--- config.mk ---
export PLATFORM = sky130hd
export DESIGN_NAME = bus_master_flat
export DESIGN_NICKNAME = d
export VERILOG_FILES = /design/src/rtl/bus_master_pkg.sv /design/src/rtl/bus_master_if.sv /design/src/rtl/cmd_fifo.sv /design/src/rtl/bus_master.sv /design/src/flat_wrapper.sv
export SDC_FILE = /design/constraint.sdc
export NUM_CORES = 1
export LEC_CHECK = 0
export CORE_MARGIN = 2
export CORE_UTILIZATION = 41
export CTS_BUF_LIST = sky130_fd_sc_hd__clkbuf_4 sky130_fd_sc_hd__clkbuf_8
export DETAILED_ROUTE_END_ITERATION = 7
export PLACE_DENSITY = 0.69
export RECOVER_POWER = 100
export SETUP_SLACK_MARGIN = 0.15
export SLEW_MARGIN = 10
export SYNTH_ARGS = -nofsm -noshare
export SYNTH_HDL_FRONTEND = slang
export SYNTH_SLANG_ARGS = --single-unit
--- constraint.sdc ---
create_clock -name i_sysclk -period 2 [get_ports i_sysclk]
set_input_delay 0.2 -clock i_sysclk [delete_from_list [all_inputs] [get_ports i_sysclk]]
set_output_delay 0.2 -clock i_sysclk [all_outputs]
set_load 0.005 [all_outputs]
--- src/rtl/bus_master_pkg.sv ---
// rtl/bus_master_pkg.sv - shared types, widths and defaults for the bus master
package bus_master_pkg;

  localparam int ADDR_W             = 4;
  localparam int DATA_W             = 16;
  // Command word is {wr, addr, data}.
  localparam int CMD_W              = 1 + ADDR_W + DATA_W;
  localparam int DEFAULT_FIFO_DEPTH = 4;
  localparam int DEFAULT_TIMEOUT    = 16;
  // Wide enough for the largest TIMEOUT (255).
  localparam int TO_CNT_W           = 8;

  typedef enum logic [1:0] {
    ST_IDLE    = 2'd0,
    ST_REQ     = 2'd1,
    ST_RELEASE = 2'd2,
    ST_RESP    = 2'd3
  } state_t;

  typedef struct packed {
    logic              wr;
    logic [ADDR_W-1:0] addr;
    logic [DATA_W-1:0] data;
  } cmd_t;

endpackage

--- src/rtl/bus_master_if.sv ---
// rtl/bus_master_if.sv - command, response and peripheral bus signals of the bus master
// master modport: the bus_master view (i_* in, o_* out)
// slave modport : the environment view (command source, response sink, peripheral)
interface bus_master_if;
  import bus_master_pkg::*;

  logic              i_cmd_valid;
  logic              o_cmd_ready;
  logic              i_cmd_wr;
  logic [ADDR_W-1:0] i_cmd_addr;
  logic [DATA_W-1:0] i_cmd_data;

  logic              o_rsp_valid;
  logic              i_rsp_ready;
  logic [DATA_W-1:0] o_rsp_data;
  logic              o_rsp_err;

  logic              o_bus_select;
  logic              o_bus_wr;
  logic [ADDR_W-1:0] o_reg_addr;
  logic [DATA_W-1:0] o_bus_data;
  logic [DATA_W-1:0] i_bus_data;
  logic              i_bus_ack;

  modport master (
    input  i_cmd_valid, i_cmd_wr, i_cmd_addr, i_cmd_data,
    input  i_rsp_ready, i_bus_data, i_bus_ack,
    output o_cmd_ready, o_rsp_valid, o_rsp_data, o_rsp_err,
    output o_bus_select, o_bus_wr, o_reg_addr, o_bus_data
  );

  modport slave (
    output i_cmd_valid, i_cmd_wr, i_cmd_addr, i_cmd_data,
    output i_rsp_ready, i_bus_data, i_bus_ack,
    input  o_cmd_ready, o_rsp_valid, o_rsp_data, o_rsp_err,
    input  o_bus_select, o_bus_wr, o_reg_addr, o_bus_data
  );

endinterface

--- src/rtl/cmd_fifo.sv ---
// rtl/cmd_fifo.sv - synchronous command FIFO with registered count and full/empty flags
// clk, rst          : clock, synchronous active-high reset (empties the FIFO)
// s_tvalid, s_tdata : write side; a write is taken only while not full
// m_tready, m_tdata : read side; m_tdata shows the head, m_tready pops it when not empty
// full, empty       : occupancy flags decoded from the registered count
module cmd_fifo #(
  parameter int DEPTH = 4,
  parameter int WIDTH = 21
) (
  input  logic             clk,
  input  logic             rst,
  input  logic             s_tvalid,
  input  logic [WIDTH-1:0] s_tdata,
  input  logic             m_tready,
  output logic [WIDTH-1:0] m_tdata,
  output logic             full,
  output logic             empty
);

  localparam int            AW        = $clog2(DEPTH);
  localparam logic [AW:0]   DEPTH_CNT = (AW+1)'(DEPTH);

  logic [WIDTH-1:0] mem [DEPTH];
  logic [AW-1:0]    wr_ptr;
  logic [AW-1:0]    rd_ptr;
  logic [AW:0]      count;
  logic             push;
  logic             pop;

  assign full    = (count == DEPTH_CNT);
  assign empty   = (count == '0);
  assign m_tdata = mem[rd_ptr];

  // Gating on full means a pop in the same cycle does not free a slot
  // until the following edge.
  assign push = s_tvalid & ~full;
  assign pop  = m_tready & ~empty;

  always_ff @(posedge clk) begin
    if (rst) begin
      wr_ptr <= '0;
      rd_ptr <= '0;
      count  <= '0;
    end else begin
      if (push) wr_ptr <= wr_ptr + 1'b1;
      if (pop)  rd_ptr <= rd_ptr + 1'b1;
      case ({push, pop})
        2'b10:   count <= count + 1'b1;
        2'b01:   count <= count - 1'b1;
        default: count <= count;
      endcase
    end
  end

  always_ff @(posedge clk) begin
    if (push) mem[wr_ptr] <= s_tdata;
  end

endmodule

--- src/rtl/bus_master.sv ---
// rtl/bus_master.sv - queued command to single-peripheral bus master with ack timeout
// i_sysclk : system clock, rising edge
// i_sysrst : synchronous active-high reset; aborts any transaction in flight
// bus      : bus_master_if.master
//            command side  i_cmd_valid/o_cmd_ready/i_cmd_wr/i_cmd_addr/i_cmd_data
//            response side o_rsp_valid/i_rsp_ready/o_rsp_data/o_rsp_err
//            peripheral    o_bus_select/o_bus_wr/o_reg_addr/o_bus_data/i_bus_data/i_bus_ack
module bus_master
  import bus_master_pkg::*;
#(
  parameter int FIFO_DEPTH = DEFAULT_FIFO_DEPTH,
  parameter int TIMEOUT    = DEFAULT_TIMEOUT
) (
  input logic          i_sysclk,
  input logic          i_sysrst,
  bus_master_if.master bus
);

  // Last REQ cycle index before the transfer is abandoned.
  localparam logic [TO_CNT_W-1:0] TO_LAST = TO_CNT_W'(TIMEOUT - 1);

  state_t              state_q;
  state_t              state_d;

  cmd_t                fifo_wdata;
  cmd_t                fifo_head;
  logic                fifo_full;
  logic                fifo_empty;
  logic                fifo_pop;

  logic                bus_wr_q;
  logic [ADDR_W-1:0]   reg_addr_q;
  logic [DATA_W-1:0]   bus_data_q;

  logic [TO_CNT_W-1:0] to_cnt_q;
  logic [TO_CNT_W-1:0] to_cnt_d;
  logic [DATA_W-1:0]   rsp_data_q;
  logic [DATA_W-1:0]   rsp_data_d;
  logic                rsp_err_q;
  logic                rsp_err_d;

  assign fifo_wdata = {bus.i_cmd_wr, bus.i_cmd_addr, bus.i_cmd_data};

  cmd_fifo #(
    .DEPTH (FIFO_DEPTH),
    .WIDTH (CMD_W)
  ) u_cmd_fifo (
    .clk      (i_sysclk),
    .rst      (i_sysrst),
    .s_tvalid (bus.i_cmd_valid),
    .s_tdata  (fifo_wdata),
    .m_tready (fifo_pop),
    .m_tdata  (fifo_head),
    .full     (fifo_full),
    .empty    (fifo_empty)
  );

  assign bus.o_cmd_ready  = ~fifo_full;
  assign bus.o_bus_select = (state_q == ST_REQ);
  // Qualifying with select keeps the write strobe low in RELEASE and IDLE
  // even though the command registers keep their value.
  assign bus.o_bus_wr     = bus_wr_q & (state_q == ST_REQ);
  assign bus.o_reg_addr   = reg_addr_q;
  assign bus.o_bus_data   = bus_data_q;
  assign bus.o_rsp_valid  = (state_q == ST_RESP);
  assign bus.o_rsp_data   = rsp_data_q;
  assign bus.o_rsp_err    = rsp_err_q;

  always_ff @(posedge i_sysclk) begin
    if (i_sysrst) state_q <= ST_IDLE;
    else          state_q <= state_d;
  end

  always_comb begin
    state_d    = state_q;
    fifo_pop   = 1'b0;
    to_cnt_d   = '0;
    rsp_data_d = rsp_data_q;
    rsp_err_d  = rsp_err_q;
    unique case (state_q)
      ST_IDLE: begin
        if (!fifo_empty) begin
          fifo_pop = 1'b1;
          state_d  = ST_REQ;
        end
      end
      ST_REQ: begin
        to_cnt_d = to_cnt_q + 1'b1;
        // Ack is checked first so it wins over a timeout in the same cycle.
        if (bus.i_bus_ack) begin
          rsp_data_d = bus_wr_q ? '0 : bus.i_bus_data;
          rsp_err_d  = 1'b0;
          state_d    = ST_RELEASE;
        end else if (to_cnt_q == TO_LAST) begin
          rsp_data_d = '0;
          rsp_err_d  = 1'b1;
          state_d    = ST_RELEASE;
        end
      end
      ST_RELEASE: begin
        // Wait for the peripheral to drop ack so a held ack cannot
        // complete the next transfer.
        if (!bus.i_bus_ack) state_d = ST_RESP;
      end
      ST_RESP: begin
        if (bus.i_rsp_ready) state_d = ST_IDLE;
      end
      default: state_d = ST_IDLE;
    endcase
  end

  always_ff @(posedge i_sysclk) begin
    if (i_sysrst) begin
      bus_wr_q   <= 1'b0;
      reg_addr_q <= '0;
      bus_data_q <= '0;
      to_cnt_q   <= '0;
      rsp_data_q <= '0;
      rsp_err_q  <= 1'b0;
    end else begin
      if (fifo_pop) begin
        bus_wr_q   <= fifo_head.wr;
        reg_addr_q <= fifo_head.addr;
        bus_data_q <= fifo_head.data;
      end
      to_cnt_q   <= to_cnt_d;
      rsp_data_q <= rsp_data_d;
      rsp_err_q  <= rsp_err_d;
    end
  end

endmodule
--- src/flat_wrapper.sv ---
// flat-port wrapper written by rule: the top's interface ports become plain ports
module bus_master_flat import bus_master_pkg::*;
#(
  parameter int FIFO_DEPTH = DEFAULT_FIFO_DEPTH,
  parameter int TIMEOUT    = DEFAULT_TIMEOUT
)
  (i_sysclk, i_sysrst, bus_i_cmd_valid, bus_i_cmd_wr, bus_i_cmd_addr, bus_i_cmd_data, bus_i_rsp_ready, bus_i_bus_data, bus_i_bus_ack, bus_o_cmd_ready, bus_o_rsp_valid, bus_o_rsp_data, bus_o_rsp_err, bus_o_bus_select, bus_o_bus_wr, bus_o_reg_addr, bus_o_bus_data);
  bus_master_if bus_i ();
  input logic i_sysclk;
  input logic i_sysrst;
  input wire logic [$bits(bus_i.i_cmd_valid)-1:0] bus_i_cmd_valid;
  input wire logic [$bits(bus_i.i_cmd_wr)-1:0] bus_i_cmd_wr;
  input wire logic [$bits(bus_i.i_cmd_addr)-1:0] bus_i_cmd_addr;
  input wire logic [$bits(bus_i.i_cmd_data)-1:0] bus_i_cmd_data;
  input wire logic [$bits(bus_i.i_rsp_ready)-1:0] bus_i_rsp_ready;
  input wire logic [$bits(bus_i.i_bus_data)-1:0] bus_i_bus_data;
  input wire logic [$bits(bus_i.i_bus_ack)-1:0] bus_i_bus_ack;
  output wire logic [$bits(bus_i.o_cmd_ready)-1:0] bus_o_cmd_ready;
  output wire logic [$bits(bus_i.o_rsp_valid)-1:0] bus_o_rsp_valid;
  output wire logic [$bits(bus_i.o_rsp_data)-1:0] bus_o_rsp_data;
  output wire logic [$bits(bus_i.o_rsp_err)-1:0] bus_o_rsp_err;
  output wire logic [$bits(bus_i.o_bus_select)-1:0] bus_o_bus_select;
  output wire logic [$bits(bus_i.o_bus_wr)-1:0] bus_o_bus_wr;
  output wire logic [$bits(bus_i.o_reg_addr)-1:0] bus_o_reg_addr;
  output wire logic [$bits(bus_i.o_bus_data)-1:0] bus_o_bus_data;
  assign bus_i.i_cmd_valid = bus_i_cmd_valid;
  assign bus_i.i_cmd_wr = bus_i_cmd_wr;
  assign bus_i.i_cmd_addr = bus_i_cmd_addr;
  assign bus_i.i_cmd_data = bus_i_cmd_data;
  assign bus_i.i_rsp_ready = bus_i_rsp_ready;
  assign bus_i.i_bus_data = bus_i_bus_data;
  assign bus_i.i_bus_ack = bus_i_bus_ack;
  assign bus_o_cmd_ready = bus_i.o_cmd_ready;
  assign bus_o_rsp_valid = bus_i.o_rsp_valid;
  assign bus_o_rsp_data = bus_i.o_rsp_data;
  assign bus_o_rsp_err = bus_i.o_rsp_err;
  assign bus_o_bus_select = bus_i.o_bus_select;
  assign bus_o_bus_wr = bus_i.o_bus_wr;
  assign bus_o_reg_addr = bus_i.o_reg_addr;
  assign bus_o_bus_data = bus_i.o_bus_data;
  bus_master #(.FIFO_DEPTH(FIFO_DEPTH), .TIMEOUT(TIMEOUT)) u_core (.i_sysclk(i_sysclk), .i_sysrst(i_sysrst), .bus(bus_i));
endmodule
# After elaboration in Yosys (flattened, before gate mapping)
# Memory sizes are Yosys's and may differ from the RTL's. A register that Yosys moved wholly into a read port is not among the register bits.
# Cells that the tools add are included.
[totals]
reg_bits = 34
ram_bits = 84
inputBits = 42
output_inout_bits = 41
elab_cells = 53
n_memories = 1
[mem_list]
columns = ["name", "depth", "width", "rd", "rd_ports_with_merged_regs", "wr", "line", "rtl"]
rows = [
  ["u_core.u_cmd_fifo.mem", 4, 21, 1, 1, 1, "cmd_fifo.sv:23", "logic [WIDTH-1:0] mem [DEPTH];"],
]
[op_classes]
addsub = 5
n_eq_ne = 11
n_mux = 16
bitwise_logic = 6
n_reduce_logical = 7
[ops]
columns = ["operator", "n"]
rows = [
  ["$mux W16", 3],
  ["$mux W2", 5],
  ["$add A8 B1 Y8 const B", 1],
  ["$eq A8 B4 Y1 const B", 1],
  ["$pmux W2 S4", 1],
  ["$eq A2 B2 Y1 const B", 3],
  ["$mux W1", 6],
  ["$ne A2 B2 Y1 const B", 3],
  ["$pmux W3 S2", 1],
  ["$add A2 B1 Y2 const B", 2],
  ["$eq A2 B1 Y1 const B", 2],
  ["$reduce_and A4 Y1", 1],
  ["$reduce_bool A2 Y1", 2],
  ["$add A3 B1 Y3 const B", 1],
  ["$and A1 B1 Y1", 3],
  ["$eq A3 B3 Y1 const B", 1],
  ["$logic_not A3 Y1", 1],
  ["$ne A3 B2 Y1 const B", 1],
  ["$not A1 Y1", 3],
  ["$sub A3 B1 Y3 const B", 1],
  ["$logic_not A2 Y1", 1],
  ["$reduce_and A2 Y1", 1],
  ["$reduce_or A2 Y1", 1],
]

# Logic depth before layout (Yosys ltp)
[logic_depth]
ltp_word = 6
ltp_mapped = 11
mapped_depth_nobuf = 10

# Modules after synthesis
# From an unflattened synthesis, not the netlist that was laid out.
[hier_totals]
hier_cells = 388
area_unflattened_um2 = 5501.5
[by_module_without_submodules]
columns = ["mod", "n_inst", "cells_each", "area_per_inst_um2", "seq_area_each_um2"]
rows = [
  ["cmd_fifo", 1, 163, 3508.4, 2702.6],
  ["bus_master", 1, 225, 1993.2, 960.9],
]

# Least setup slack after synthesis
# No wires, ideal clock.
[synth_path]
path_type = "reg2reg"
startpoint = "register u_core.u_cmd_fifo.count[0]"
endpoint = "register u_core.u_cmd_fifo.count[2]"
setup_ns = 0.070
t_arrival_ns = 2.179
required_time_ns = 1.930
slack_ns = -0.250
stages_incl_launch_ff = 10
n_path_buf = 0
period_less_slack_ns = 2.250
cell_sequence = "dfxtp_1 -> or3b_1 -> and2_1 -> inv_1 -> ha_1 -> inv_1 -> fa_1 -> xor2_1 -> or3_1 -> a21oi_1"
[synth_via]
word_cells_on_any_way = 14
cone_classes = "add/sub: 2; eq/ne: 3; mux: 3; bitwise: 4; reduce/logical: 2"
[synth_rtl]
columns = ["element", "line", "rtl"]
rows = [
  ["from (decl)", "cmd_fifo.sv:26", "logic [AW:0] count;"],
  ["from (signal assigned)", "cmd_fifo.sv:48", "2'b10: count <= count + 1'b1;"],
  ["from (signal assigned)", "cmd_fifo.sv:49", "2'b01: count <= count - 1'b1;"],
  ["from (signal assigned)", "cmd_fifo.sv:50", "default: count <= count;"],
  ["$eq A3 B3 Y1 (*)", "cmd_fifo.sv:30", "assign full = (count == DEPTH_CNT);"],
  ["$not A1 Y1 (*)", "-", ""],
  ["named net bus_o_cmd_ready", "flat_wrapper.sv:18", "output wire logic [$bits(bus_i.o_cmd_ready)-1:0] bus_o_cmd_ready;"],
  ["$and A1 B1 Y1 (*)", "cmd_fifo.sv:36", "assign push = s_tvalid & ~full;"],
  ["$eq A2 B1 Y1 or $eq A2 B2 Y1 (tied branches)", "cmd_fifo.sv:47", "case ({push, pop})"],
  ["$pmux W3 S2 or $reduce_bool A2 Y1 (tied branches)", "-", ""],
]
# Mark *: on every way through the listed nets, which the timed path passes. The rest lies on a longest branch.
# A chain may end at the register's enable or synchronous reset.

# Worst setup path after layout
[layout_path]
startpoint = "register u_core.u_cmd_fifo.count[1]"
endpoint = "register u_core.u_cmd_fifo.count[2]"
[layout_via]
elab_chain_len = 6
word_cells_on_any_way = 14
cone_classes = "add/sub: 2; eq/ne: 3; mux: 3; bitwise: 4; reduce/logical: 2"
[layout_lines]
columns = ["element", "line", "rtl"]
rows = [
  ["$logic_not A3 Y1", "cmd_fifo.sv:31", "assign empty = (count == '0);"],
  ["$mux W1", "bus_master.sv:82", "if (!fifo_empty) begin"],
  ["$mux W1", "bus_master.sv:80", "unique case (state_q)"],
  ["$and A1 B1 Y1", "cmd_fifo.sv:37", "assign pop = m_tready & ~empty;"],
  ["$eq A2 B1 Y1 or $eq A2 B2 Y1 (tied branches)", "cmd_fifo.sv:47", ""],
  ["$pmux W3 S2 or $reduce_bool A2 Y1 (tied branches)", "-", ""],
]
# Several ways; a longest one is shown, not always the timed one.

==> flow_summary.json <==
{
  "status": "finished with violations",
  "violations": "setup timing",
  "dp_hpwl_microns": 6960,
  "fmax_mhz": 483,
  "r2r_end": "u_core.u_cmd_fifo.count[2]$_SDFFE_PP0P_",
  "utilization_pct": 54.5,
  "critPathKind": "flop to flop",
  "slew_viol_final": 0,
  "hold_path_end": "u_core.bus.o_rsp_data[6]$_SDFFE_PP0P_",
  "cap_viol_max_count": 0,
  "num_rows": 41,
  "p_leak_nw": 2.61,
  "syn_nets": 426,
  "setup_viol": 1,
  "grt_remaining_overflow": 0,
  "coreArea_sq_um": 12700,
  "grt_pass1_wl_microns": 17300,
  "postPlaceCellArea_sq_um": 6460,
  "io_pins": 83,
  "grt_max_degree": 30,
  "finalWirelength_microns": 10800,
  "worstRegToRegCells": 9,
  "crit_chain": "or3b_4 > and2_4 > inv_4 > ha_4 > inv_2 > fa_2 > xor2_1 > or3_1 > a21oi_1",
  "crit_path_start": "u_core.u_cmd_fifo.count[1]$_SDFFE_PP0P_",
  "drc": 0,
  "rrSetupSlack_ns": -0.07,
  "cts_tree": "done",
  "antenna_found_initial": 1,
  "critPathMaxStageDelay_ns": 0.39,
  "finalHoldViolCount": 0,
  "end_kind": "flop",
  "final_layout_size_suffix_gt1_share_pct": 19.4,
  "tightestPinTransition_ns": 0.681,
  "cts_max_path_buffers": 2,
  "critPathArrivalTime_ns": 2.44,
  "routedWlPerCell_microns": 16.2,
  "fin_crit_ns": 2.07,
  "final_area_sq_um": 6910,
  "gr-usage-all-layers_pct": 16.5,
  "ys_seq_elements": 139,
  "cts_hold_buf": 0,
  "synth_area_per_cell_sq_um": 14.3,
  "fin_skew_ns": 0.00640,
  "vias": 3288,
  "worst_slack_ns": -0.0690,
  "cts_max_level": 4,
  "reg2reg_from": "u_core.u_cmd_fifo.count[1]$_SDFFE_PP0P_",
  "multi_input_area_sq_um": 1600,
  "cts.sinks": 139,
  "insertion_delay_ns": 0.44,
  "ant_nets": 0,
  "ir_drop_mv": 0.718,
  "dieArea_sq_um": 13900,
  "rsz0062_at_grt": "true",
  "place_ws_ns": -0.0712,
  "synth.distinct_cells": 35,
  "io_buffers": 82,
  "fin_crit_sh_pct": 103,
  "ctsRootBufferMaster": "clkbuf_8",
  "slowest_stage": "or3b_4",
  "nets": 534,
  "yosys_warnings": 0,
  "syn_inst": 373,
  "powerDensity_nw_per_um2": 1270,
  "via_per_inst": 4.93,
  "drt_iter0_markers": 183,
  "syn-cell-area_sq_um": 5330,
  "die_w_microns": 118,
  "hp-start": "bus_i_bus_data[6]",
  "seq_area_frac_synth_pct": 68.0,
  "nFillCells": 1076,
  "clk_pin_slew_ns": 0.07,
  "dr.pass1.iters": 4,
  "initial_core_util_pct": 42.1,
  "relSlewSlack_pct": 54.6,
  "startpoint_type": "flop",
  "area_growth_pct": 29.5,
  "cp.required_ns": 2.37,
  "grt_pass1_vias": 3432,
  "worstHoldPathType": "input pin to flop",
  "min_path_cells": 3,
  "crit_fanout": 2,
  "cts_made_buffers": 17,
  "seqCellArea_sq_um": 3630,
  "place_congestion": 0.719,
  "die_y_microns": 118
}
-- how the worst max path moves through the flow --
stage | end | slack (ns) | depth (start not counted)
3_5_place_dp | u_core.u_cmd_fifo.count[2]$_SDFFE_PP0P_ | -0.07 | 9
4_1_cts | u_core.u_cmd_fifo.count[2]$_SDFFE_PP0P_ | -0.08 | 9
6_report | u_core.u_cmd_fifo.count[2]$_SDFFE_PP0P_ | -0.07 | 9
3_3_place_gp | u_core.u_cmd_fifo.count[2]$_SDFFE_PP0P_ | -0.004 | 9
2_1_floorplan | u_core.u_cmd_fifo.count[2]$_SDFFE_PP0P_ | -0.04 | 9
5_1_grt | u_core.u_cmd_fifo.count[2]$_SDFFE_PP0P_ | -0.16 | 9
-- kinds of logic after synthesis --
family	count (synthesis)	synth area share, %
AO/OA/AOI/OAI	33	3.47
XOR/XNOR	10	1.64
adder cells (fa/ha/maj)	11	2.72
buffers and inverters	28	2.96
flip-flops	139	68.0
multiplexers	38	12.1
AND/OR/NAND/NOR	114	9.18
-- sequential cells by signal, indices dropped and copies added, names as in the netlist, 3 cells and up --
register / flops
u_core.u_cmd_fifo.count: 3
u_core.to_cnt_q: 8
u_core.bus.o_reg_addr: 4
u_core.u_cmd_fifo.mem: 84
u_core.bus.o_bus_data: 16
u_core.bus.o_rsp_data: 16
-- cell type report --
class,instances,share of cell area (%)
diodes,1,0.0362
clock buffers,22,4.02
clock inverters,10,1.70
inverters,11,0.634
multi-input cells,206,23.1
flip-flops and latches,139,52.6
well taps,172,3.12
repair buffers,106,14.8
-- cell usage in the layout, fill, tap and decap left out, types with 2 or more instances in the layout --
cell type / count
edfxtp_1: 84
nand2_1: 82
dlygate4sd3_1: 58
dfxtp_1: 50
a21oi_1: 27
clkdlybuf4s50_1: 22
mux4_2: 21
clkbuf_8: 18
mux2i_1: 17
buf_4: 16
nor2_1: 12
ha_1: 8
inv_1: 7
and3_1: 5
xor2_1: 5
xnor2_1: 5
clkbuf_2: 5
dfxtp_2: 5
clkbuf_4: 4
inv_2: 3
clkinv_2: 3
buf_12: 3
nand3_1: 2
o21ai_0: 2
or3_1: 2
ha_4: 2
clkinv_4: 2
inv_6: 2
bufinv_16: 2
dlygate4sd2_1: 2
-- cells in the mapped netlist, drive strengths merged --
master	n	area (sq um)
ha	10	125
edfxtp	84	2520
buf	10	80.1
inv	11	41.3
or3b	1	8.76
mux2i	17	170
nor2	12	45.0
nand2	82	308
nor3	2	10.0
xnor2	5	43.8
nor4	1	12.5
nand2b	2	12.5
or3	2	12.5
a221oi	1	8.76
dlygate4sd1	2	17.5
and2	2	12.5
a2111o	1	11.3
nor3b	1	12.5
xor2	5	43.8
fa	1	20.0
o21ai	2	10.0
o211a	1	10.0
nor2b	1	6.26
dfxtp	55	1100
clkbuf	5	18.8
mux4	21	473
a21oi	27	135
and3	6	38.8
nand3	2	10.0
a221o	1	10.0
-- through the flow --
step	setup TNS, ns	hold WS (ns)	total power, mW	instances
3_3_place_gp	-0.00441	0.429	6.54	630
5_1_grt	-0.211	0.301	9.31	667
6_report	-0.0690	0.314	8.78	667
2_1_floorplan	-0.0419	0.299	5.47	373
3_5_place_dp	-0.0712	0.448	6.68	630
4_1_cts	-0.104	0.288	8.97	665
-- worst max-delay path, delay by kind of cell (launching register included) --
family | cells | cell delay [ns]
AO/OA/AOI/OAI | 1 | 0.12
XOR/XNOR | 1 | 0.15
adder cells (fa/ha/maj) | 2 | 0.46
AND/OR/NAND/NOR | 3 | 0.86
flip-flops | 1 | 0.32
buffers and inverters | 2 | 0.09
-- power by group --
group / switching (mW) / internal, mW / total [mW]
clock: 1.03 / 1.20 / 2.23
sequential: 0.235 / 3.52 / 3.75
combinational: 1.38 / 1.42 / 2.80
-- routing by layer --
layer | share of wire (%) | GRT usage, % | up-vias | wire [microns]
met4 | 1.0 | 7.61 | 0 | 110
met3 | 5.3 | 5.14 | 9 | 577
met1 | 43 | 18.7 | 1631 | 4600
li1 | - | - | 1556 | -
met2 | 51 | 28.3 | 92 | 5520
met5 | 0 | 0 | - | 0
-- repair_timing --
item	in CTS	in global routing
pin swaps	1	0
buffers inserted	3	1
gates resized for setup	7	2
setup endpoints to repair	5	3
Power figures use the tool's default switching activity.
